===== src/rtl/flash_byte_reader.sv =====
// rtl/flash_byte_reader.sv - single-byte SPI NOR READ (0x03) engine behind an enable/ready handshake
module flash_byte_reader #(
  parameter int unsigned STARTUP_WAIT = 1000000,
  parameter logic [23:0] BASE_ADDR    = 24'h000000
) (
  input  logic        clk,
  input  logic        reset,
  input  logic [10:0] flashReadAddr,
  input  logic        enableFlash,
  output logic [7:0]  flashByteRead,
  output logic        flashDataReady,
  output logic        flashClk,
  output logic        flashMosi,
  input  logic        flashMiso,
  output logic        flashCs
);

  // Startup counter counts 0..WAIT_LAST; a zero wait degenerates to a single cycle.
  localparam int unsigned WAIT_LAST = (STARTUP_WAIT > 0) ? STARTUP_WAIT - 1 : 0;
  localparam int unsigned CW        = (WAIT_LAST > 0) ? $clog2(WAIT_LAST + 1) : 1;
  localparam logic [CW-1:0] WAIT_LAST_C = CW'(WAIT_LAST);
  localparam logic [CW-1:0] WAIT_ONE    = CW'(1);

  // FINISH is the single CS-low, SCK-low cycle after the last sample edge.
  typedef enum logic [2:0] {
    ST_STARTUP,
    ST_IDLE,
    ST_SHIFT_OUT,
    ST_SHIFT_IN,
    ST_FINISH,
    ST_WAIT_RELEASE
  } state_t;

  state_t        state_q, state_d;
  logic [CW-1:0] wait_cnt_q, wait_cnt_d;
  logic [31:0]   shift_q, shift_d;     // command+address out, then received byte in [7:0]
  logic [4:0]    bit_cnt_q, bit_cnt_d;
  logic          phase_q, phase_d;     // 0 = SCK low half, 1 = SCK high half
  logic [7:0]    byte_q, byte_d;

  logic [23:0]   addr24;
  logic          bit_end;              // last cycle of a bit: the edge ending SCK-high
  logic          wait_done;

  assign addr24    = BASE_ADDR + {13'b0, flashReadAddr};
  assign bit_end   = phase_q;
  assign wait_done = (wait_cnt_q == WAIT_LAST_C);

  // State and datapath registers; reset aborts any transaction in flight.
  always_ff @(posedge clk) begin
    if (!reset) begin
      state_q    <= ST_STARTUP;
      wait_cnt_q <= '0;
      shift_q    <= '0;
      bit_cnt_q  <= '0;
      phase_q    <= 1'b0;
      byte_q     <= '0;
    end else begin
      state_q    <= state_d;
      wait_cnt_q <= wait_cnt_d;
      shift_q    <= shift_d;
      bit_cnt_q  <= bit_cnt_d;
      phase_q    <= phase_d;
      byte_q     <= byte_d;
    end
  end

  // Next-state logic: one transaction per request, held enable parks in WAIT_RELEASE.
  always_comb begin
    state_d = state_q;
    case (state_q)
      ST_STARTUP:      if (wait_done) state_d = ST_IDLE;
      ST_IDLE:         if (enableFlash) state_d = ST_SHIFT_OUT;
      ST_SHIFT_OUT:    if (bit_end && (bit_cnt_q == 5'd31)) state_d = ST_SHIFT_IN;
      ST_SHIFT_IN:     if (bit_end && (bit_cnt_q == 5'd7)) state_d = ST_FINISH;
      ST_FINISH:       state_d = enableFlash ? ST_WAIT_RELEASE : ST_IDLE;
      ST_WAIT_RELEASE: if (!enableFlash) state_d = ST_IDLE;
      default:         state_d = ST_STARTUP;
    endcase
  end

  // Datapath: startup count, request latch, bit timing and shifting, result capture.
  always_comb begin
    wait_cnt_d = wait_cnt_q;
    shift_d    = shift_q;
    bit_cnt_d  = bit_cnt_q;
    phase_d    = phase_q;
    byte_d     = byte_q;
    case (state_q)
      ST_STARTUP: begin
        if (!wait_done) wait_cnt_d = wait_cnt_q + WAIT_ONE;
      end
      ST_IDLE: begin
        if (enableFlash) begin
          shift_d   = {8'h03, addr24};
          bit_cnt_d = '0;
          phase_d   = 1'b0;
        end
      end
      ST_SHIFT_OUT: begin
        phase_d = ~phase_q;
        if (bit_end) begin
          shift_d   = {shift_q[30:0], 1'b0};
          bit_cnt_d = bit_cnt_q + 5'd1;
        end
      end
      ST_SHIFT_IN: begin
        phase_d = ~phase_q;
        if (bit_end) begin
          shift_d   = {shift_q[30:0], flashMiso};
          bit_cnt_d = bit_cnt_q + 5'd1;
        end
      end
      ST_FINISH: begin
        byte_d = shift_q[7:0];
      end
      default: begin
      end
    endcase
  end

  // Outputs decoded from registered state; SCK is gated to the CS-low states only.
  always_comb begin
    flashCs        = 1'b1;
    flashClk       = 1'b0;
    flashMosi      = 1'b0;
    flashDataReady = 1'b0;
    case (state_q)
      ST_IDLE, ST_WAIT_RELEASE: flashDataReady = 1'b1;
      ST_SHIFT_OUT: begin
        flashCs   = 1'b0;
        flashClk  = phase_q;
        flashMosi = shift_q[31];
      end
      ST_SHIFT_IN: begin
        flashCs  = 1'b0;
        flashClk = phase_q;
      end
      ST_FINISH: flashCs = 1'b0;
      default: begin
      end
    endcase
  end

  assign flashByteRead = byte_q;

endmodule


===== config.mk =====
export PLATFORM = sky130hd
export DESIGN_NAME = flash_byte_reader
export DESIGN_NICKNAME = d
export VERILOG_FILES = /design/src/rtl/flash_byte_reader.sv
export SDC_FILE = /design/constraint.sdc
export NUM_CORES = 1
export LEC_CHECK = 0
export BUFFER_PORTS_ARGS = -buffer_cell sky130_fd_sc_hd__buf_4
export CORE_UTILIZATION = 60
export CTS_BUF_LIST = sky130_fd_sc_hd__clkbuf_8 sky130_fd_sc_hd__clkbuf_16
export CTS_CLUSTER_SIZE = 40
export DETAILED_ROUTE_END_ITERATION = 7
export PLACE_DENSITY_LB_ADDON = 0.08
export SYNTH_ARGS = -nofsm -noshare
export SYNTH_HDL_FRONTEND = slang
export SYNTH_SLANG_ARGS = --single-unit
export TNS_END_PERCENT = 10

===== constraint.sdc =====
create_clock -name clk -period 4.9 [get_ports clk]
set_input_delay 0.245 -clock clk [delete_from_list [all_inputs] [get_ports clk]]
set_output_delay 0.245 -clock clk [all_outputs]
set_load 0.01 [all_outputs]

==> out/qor.csv, run 1 <==
stage,metric,value,unit
status,status,"finished, final reports clean",
clock_tree,Skew-Pair Late Insertion Delay,340,ps
worst_setup_path,FF-to-FF path depth,4,
hold_path,HP Class,primary input to flip-flop,
logic_synthesis,synthesized area per cell,8.167,µm²
floorplanning,core area,0.004786,mm²
routing,Vias per Instance,5.833,
sta,RSZ-0062 raised after global routing,false,
logic_synthesis,"count leader, synth",nand2_1,
worst_setup_path,critical path endpoint category,output pin,
routing,DRT Pass-1 Iters,5,
logic_synthesis,area fraction in compound gates after synthesis,0.1573,
worst_setup_path,R2R Setup Slk,2690,ps
clock_tree,clock tree buffer depth,2,
sta,Slew @ Worst Pin,1102,ps
global_routing,largest net degree at the start of global routing,56,
final_layout,final instance area,0.003430,mm²
logic_synthesis,area of the mapped netlist,0.003022,mm²
sta,Final min period,2347,ps
floorplanning,# IOs,27,
sta,FMAX,426.0,MHz
clock_tree,# resized after CTS,0,
logic_synthesis,"area leader, netlist",dfxtp_1,
placement,Port Buffer Count,26,
worst_setup_path,Max stage delay on crit path,750,ps
placement,# placed instances,441,
worst_setup_path,worst r2r src,state_q[0],
worst_setup_path,Crit Path Max Fanout,12,
clock_tree,postcts setup bufs,0,
routing,drt first-iter violations,195,
final_layout,Finished Layout Cells,455,
final_layout,Total Nets Final,403,
sta,fin. max-slew vios,0,
worst_setup_path,critical path endpoint,flashCs,
logic_synthesis,Post-Syn Nets,388,
logic_synthesis,commonest cells in the synthesized netlist,"81 x nand2_1, 69 x dfxtp_1, 38 x a21oi_1",
logic_synthesis,number of synthesized flops with an enable pin,0,
worst_setup_path,Crit-path slowest cell,nor3_1,
sta,Final setup viols,0,
worst_setup_path,Crit path max-delay family,simple AND/OR/NAND/NOR gates,
logic_synthesis,Post-Synth Simple-Gate Area,0.2940,
routing,final wirelength,6.537,mm
sta,Final Hold Fails,0,
power,Clock Power Share,0.438,
placement,routability cong.,0.7515,
worst_setup_path,kind of critical path,flip-flop to output pin,
clock_tree,Clock transition at path regs,70,ps
logic_synthesis,Post-synth ARST share,0,
floorplanning,Die Y,72.97,µm
sta,slew margin rel.,0.2637,
power,sw power,0.2197,mW
final_layout,area of the multi-input gates,0.001536,mm²
logic_synthesis,"Top FF cell, synth",dfxtp_1,
worst_setup_path,WP data arrival,2100,ps
sta,Setup TNS Final,0,ps
global_routing,global-route wire length before repair,10.67,mm
routing,DRT antenna net count,0,
routing,DRC Markers,0,
global_routing,initial antenna violation count,0,
floorplanning,chip width,72.97,µm
final_layout,fill cell count,391,
final_layout,Register Area,0.001381,mm²
worst_setup_path,CP cell instances,inv_1 -> nor3_1 -> nor2_1 -> buf_4,
power,Gate power share,0.031,
power,Pwr per Cell Area,310.6,mW/mm²
sta,clk_skew,6.539,ps
worst_setup_path,WP buf/inv,2,
power,sequential fraction of design power,0.531,
worst_setup_path,WP data required,4660,ps
global_routing,vias in the first global route,2302,
logic_synthesis,Yosys warnings,0,
power,VDD IR max,0.1745,mV
clock_tree,H-tree depth,3,
logic_synthesis,main combinational cell family by area after synthesis,simple AND/OR/NAND/NOR gates,
power,leakage power,1.179,nW
floorplanning,initial core utilization,0.6314,
floorplanning,FP Rows,25,
placement,Placed Area,0.003231,mm²
flow_run,maxcap violations,0,
logic_synthesis,Synth top area share,0.4571,
logic_synthesis,synthesized instance count,370,
logic_synthesis,Synth Area in XOR/XNOR,0.01159,
logic_synthesis,post-synthesis adder-cell area fraction,0.01242,
final_layout,Layout area overhead,13.50,%
worst_setup_path,CP Depth,4,
global_routing,GRT Util Overall,0.2625,
clock_tree,CTS Buf Count,9,
placement,post-detail-place hpwl,4.114,mm
clock_tree,CTS tree,built,
power,internal power,0.8454,mW
worst_setup_path,R2R Path End,shift_q[10],
routing,Avg WL per Cell,14.37,µm
logic_synthesis,number of synthesized register bits,69,
clock_tree,clk sink count,69,
routing,DR vias,2654,
final_layout,layout cell share with drive strength beyond 1,0.1289,
worst_setup_path,Worst setup SP type,flip-flop,
worst_setup_path,CP startpoint,state_q[2],
floorplanning,die area,0.005324,mm²
sta,final critical-path share of the clock period,0.4790,
clock_tree,clock root cell,clkbuf_8,
logic_synthesis,ranking of synthesized cells by area,"dfxtp_1 46%, nand2_1 10%, a21oi_1 6.3%",
logic_synthesis,mux share of post-synthesis cell area,0.02981,
final_layout,antenna cells,0,
global_routing,total grt overflow,0,
logic_synthesis,synth unique cells,44,
power,switching fraction of total power,0.2063,
logic_synthesis,register area share after synthesis,0.4571,
clock_tree,Hold Buf Count CTS,0,
power groups by stage:
stage	sequential (mW)	clock [mW]	combinational (mW)
6_report	0.566	0.467	0.0330
5_1_grt	0.566	0.494	0.0368
3_3_place_gp	0.578	0	0.0326
2_1_floorplan	0.578	0	0.0197
3_5_place_dp	0.578	0	0.0329
4_1_cts	0.565	0.475	0.0329
placed cells by master, fill, tap and decap left out, types with 2 or more instances in the layout:
master and instances:
nand3_1 28, nor2_1 22, nand3b_1 2, buf_4 27, nand2b_1 8, nor4_1 5
and4_1 3, a31oi_1 2, and3_1 2, or3_1 3, ha_1 3, inv_1 7
o221a_2 2, xnor2_1 3, clkbuf_8 12, nand2_1 81, o31ai_1 4, nor4b_1 2
dfxtp_1 69, and2_1 2, or4_1 4, a21oi_1 38, nor3_1 5, nand4_1 5
mux2i_1 9, a311oi_1 13, o21ai_0 8
routing by layer:
| metal | global-route usage | part of all wire | vias to the layer above | wire (µm) |
|---|---|---|---|---|
| li1 | - | - | 1346 | - |
| met1 | 0.3655 | 0.48 | 1227 | 3122 |
| met2 | 0.3956 | 0.46 | 71 | 2987 |
| met3 | 0.07044 | 0.052 | 10 | 341 |
| met4 | 0.08497 | 0.013 | 0 | 87 |
| met5 | 0 | 0 | - | 0 |
cell families (layout without fill, tap and decap cells):
kind of cell	Yosys count	count (layout)
multiplexers	9	9
flip-flops	69	69
AND/OR/NAND/NOR	181	181
adder cells (fa/ha/maj)	3	3
AO/OA/AOI/OAI	74	74
XOR/XNOR	4	4
buffers and inverters	30	48
worst min-delay path by stage:
stage / start / end / slack [ps] / cells past startpoint
finish: flashReadAddr[9] / shift_q[9] / 170 / 3
global route: flashReadAddr[6] / shift_q[6] / 180 / 3
CTS: flashReadAddr[9] / shift_q[9] / 160 / 3
detailed placement: shift_q[14] / shift_q[14] / 440 / 2
global placement: shift_q[28] / shift_q[28] / 440 / 2
floorplan: reset / wait_cnt_q[19] / 400 / 2
sequential cells by signal (all words and copies together), names as in the netlist:
| signal | count |
|---|---|
| bit_end | 1 |
| shift_q | 32 |
| state_q | 3 |
| bit_cnt_q | 5 |
| flashByteRead | 8 |
| wait_cnt_q | 20 |
worst register-to-register path, cell delays in order, from the launching register on:
cell	delay (ps)
dfxtp_1	560
nand3b_1	230
a21oi_4	910
nor2_1	90
a311oi_1	310
per-stage QoR:
step | worst slack (ps) | utilization | total power [mW] | hold WS [ps]
CTS | 2546 | 0.7166 | 1.073 | 162.5
detailed placement | 2767 | 0.6750 | 0.6111 | 443.5
global route | 2372 | 0.7166 | 1.096 | 175.3
finish | 2553 | 0.7166 | 1.065 | 172.5
global placement | 2866 | 0.6750 | 0.6105 | 440.8
floorplan | 3123 | - | 0.5972 | 399.7
cell type report:
class / count / share of cell area
sequential: 69 / 0.4028
timing repair buffer: 27 / 0.05910
clock buffer: 12 / 0.04816
clock inverter: 2 / 0.009850
multi-input combinational: 271 / 0.4480
inverter: 7 / 0.007661
tap: 67 / 0.02444
No activity file was read; power rests on OpenSTA's default activity.
==> run 2, diff against run 1 <==
CORE_UTILIZATION = 58   (was 60)
clock period = 2.5 ns   (was 4.9 ns; I/O delays follow)
==> run 2 against run 1 <==
Compared with the run above:
- via count fell by 2.2%
- sequential share of layout area shrank 0.18 points
- setup slack worse by 2000 ps
- critical path depth unchanged
- flip-flop and latch count unchanged
==> out/qor.csv, run 2 (synthesis gave the netlist of run 1 again) <==
stage,metric,value,unit
status,status,"finished, final reports clean",
sta,RSZ-0062 raised after global routing,false,
global_routing,total grt overflow,0,
worst_setup_path,worst r2r src,wait_cnt_q[6],
placement,Port Buffer Count,26,
hold_path,WHS Path Cells,3,
worst_setup_path,Crit path max-delay family,simple AND/OR/NAND/NOR gates,
sta,FMAX,503.4,MHz
final_layout,largest register by flop count,shift_q,
floorplanning,core area,0.004880,mm²
placement,Setup WS pre-CTS,543.1,ps
sta,Final min period,1987,ps
sta,Slew @ Worst Pin,957.9,ps
global_routing,vias in the first global route,2290,
sta,Setup TNS Final,0,ps
routing,Avg WL per Cell,13.78,µm
floorplanning,# IOs,27,
routing,drt first-iter violations,168,
worst_setup_path,WP data required,2750,ps
floorplanning,initial core utilization,0.6192,
sta,fin. max-slew vios,0,
sta,final critical-path share of the clock period,0.7946,
worst_setup_path,Crit Path Max Fanout,10,
final_layout,Layout area overhead,14.00,%
global_routing,largest net degree at the start of global routing,56,
worst_setup_path,critical path endpoint category,flip-flop,
final_layout,Finished Layout Cells,460,
final_layout,"commonest non-fill, non-tap cell in the layout",nand2_1,
clock_tree,clock tree buffer depth,2,
final_layout,final instance area,0.003445,mm²
sta,slew margin rel.,0.3605,
worst_setup_path,FF-to-FF path depth,4,
routing,DRT antenna net count,0,
power,leakage power,1.186,nW
placement,# placed instances,444,
worst_setup_path,Crit-path slowest cell,nor4_4,
clock_tree,clk sink count,69,
floorplanning,FP Rows,25,
sta,worst hold margin,49.80,ps
sta,Final setup viols,0,
final_layout,most frequent cells in the layout,"81 x nand2_1, 69 x dfxtp_1, 38 x a21oi_1",
clock_tree,Hold Buf Count CTS,0,
routing,DR vias,2596,
worst_setup_path,Max stage delay on crit path,550,ps
clock_tree,Skew-Pair Late Insertion Delay,340,ps
routing,DRT Pass-1 Iters,4,
sta,Final Hold Fails,0,
clock_tree,CTS Buf Count,9,
worst_setup_path,R2R Path End,state_q[0],
power,VDD IR max,0.5449,mV
hold_path,hold endpoint,shift_q[6],
worst_setup_path,WP data arrival,2230,ps
global_routing,initial antenna violation count,0,
routing,final wirelength,6.338,mm
clock_tree,CTS tree,built,
worst_setup_path,kind of critical path,flip-flop to flip-flop,
global_routing,global-route wire length before repair,10.43,mm
floorplanning,chip width,74.18,µm
floorplanning,die area,0.005503,mm²
worst_setup_path,WP buf/inv,0,
clock_tree,H-tree depth,3,
global_routing,GRT Util Overall,0.2514,
flow_run,maxcap violations,0,
clock_tree,# resized after CTS,0,
floorplanning,Die Y,74.18,µm
sta,Final Worst Setup Slack,513.5,ps
placement,Placed Area,0.003253,mm²
worst_setup_path,CP Depth,4,
sta,clk_skew,15.13,ps
final_layout,fill cell count,427,
placement,post-detail-place hpwl,4.130,mm
final_layout,layout cell share with drive strength beyond 1,0.1399,
final_layout,max reg flops,32,
clock_tree,Clock transition at path regs,80,ps
power,Pwr per Cell Area,593.2,mW/mm²
hold_path,HP Class,primary input to flip-flop,
worst_setup_path,CP cell instances,or4_4 -> nor4_4 -> a31oi_2 -> a311oi_2,
worst_setup_path,R2R Setup Slk,510,ps
placement,routability cong.,0.8596,
hold_path,Hold Startpoint,flashReadAddr[6],
clock_tree,postcts setup bufs,0,
final_layout,antenna cells,0,
worst_setup_path,Worst setup SP type,flip-flop,
routing,Vias per Instance,5.643,
final_layout,Total Nets Final,406,
routing,DRC Markers,0,
clock_tree,clock root cell,clkbuf_8,
run 2: cell types whose count changed in the layout (fill, tap and decap cells not counted):
| cell | previous run | this run |
|---|---|---|
| buf_4 | 27 | 30 |
| clkbuf_8 | 12 | 9 |
| clkinv_2 | 0 | 2 |
| clkinv_4 | 0 | 1 |
| clkinvlp_4 | 0 | 2 |
run 2: cell type report:
| class | instances | area (µm²) | share of cell area |
|---|---|---|---|
| Tap cell | 67 | 83.83 | 0.02434 |
| Timing Repair Buffer | 30 | 225.2 | 0.06538 |
| Inverter | 7 | 26.28 | 0.007628 |
| Clock inverter | 7 | 67.56 | 0.01961 |
| Clock buffer | 9 | 123.9 | 0.03596 |
| Multi-Input combinational cell | 271 | 1536 | 0.4461 |
| Sequential cell | 69 | 1381 | 0.4010 |
run 2: worst min-delay path, cell delays in order:
cell      delay, ps
buf_4           110
nand2_1          40
a311oi_1         70
run 2: routing by layer:
metal | vias to the layer above | GRT usage | share of wire
met1 | 1198 | 0.3061 | 0.45
met4 | 0 | 0.08333 | 0.0079
met2 | 45 | 0.4232 | 0.50
li1 | 1349 | - | -
met3 | 4 | 0.07724 | 0.043
met5 | - | 0 | 0
run 2: worst max path at each step:
stage | slack [ps] | endpoint | start
after detailed placement | 540 | state_q[0] | wait_cnt_q[6]
after CTS | 500 | flashMosi | state_q[2]
after global placement | 630 | state_q[0] | wait_cnt_q[6]
after floorplan | 720 | state_q[0] | wait_cnt_q[6]
final | 510 | state_q[0] | wait_cnt_q[6]
after global routing | 360 | state_q[0] | wait_cnt_q[6]
run 2: power breakdown:
part / total, mW / leakage, nW / switching (mW) / internal (mW)
logic: 0.0645 / 0.533 / 0.0394 / 0.0251
registers: 1.11 / 0.556 / 0.00412 / 1.10
clock network: 0.871 / 0.0964 / 0.417 / 0.455
run 2: per-stage QoR:
stage,power [mW],util
floorplan,1.171,-
global placement,1.196,0.6667
detailed placement,1.198,0.6667
CTS,2.063,0.7059
global route,2.117,0.7059
finish,2.043,0.7059
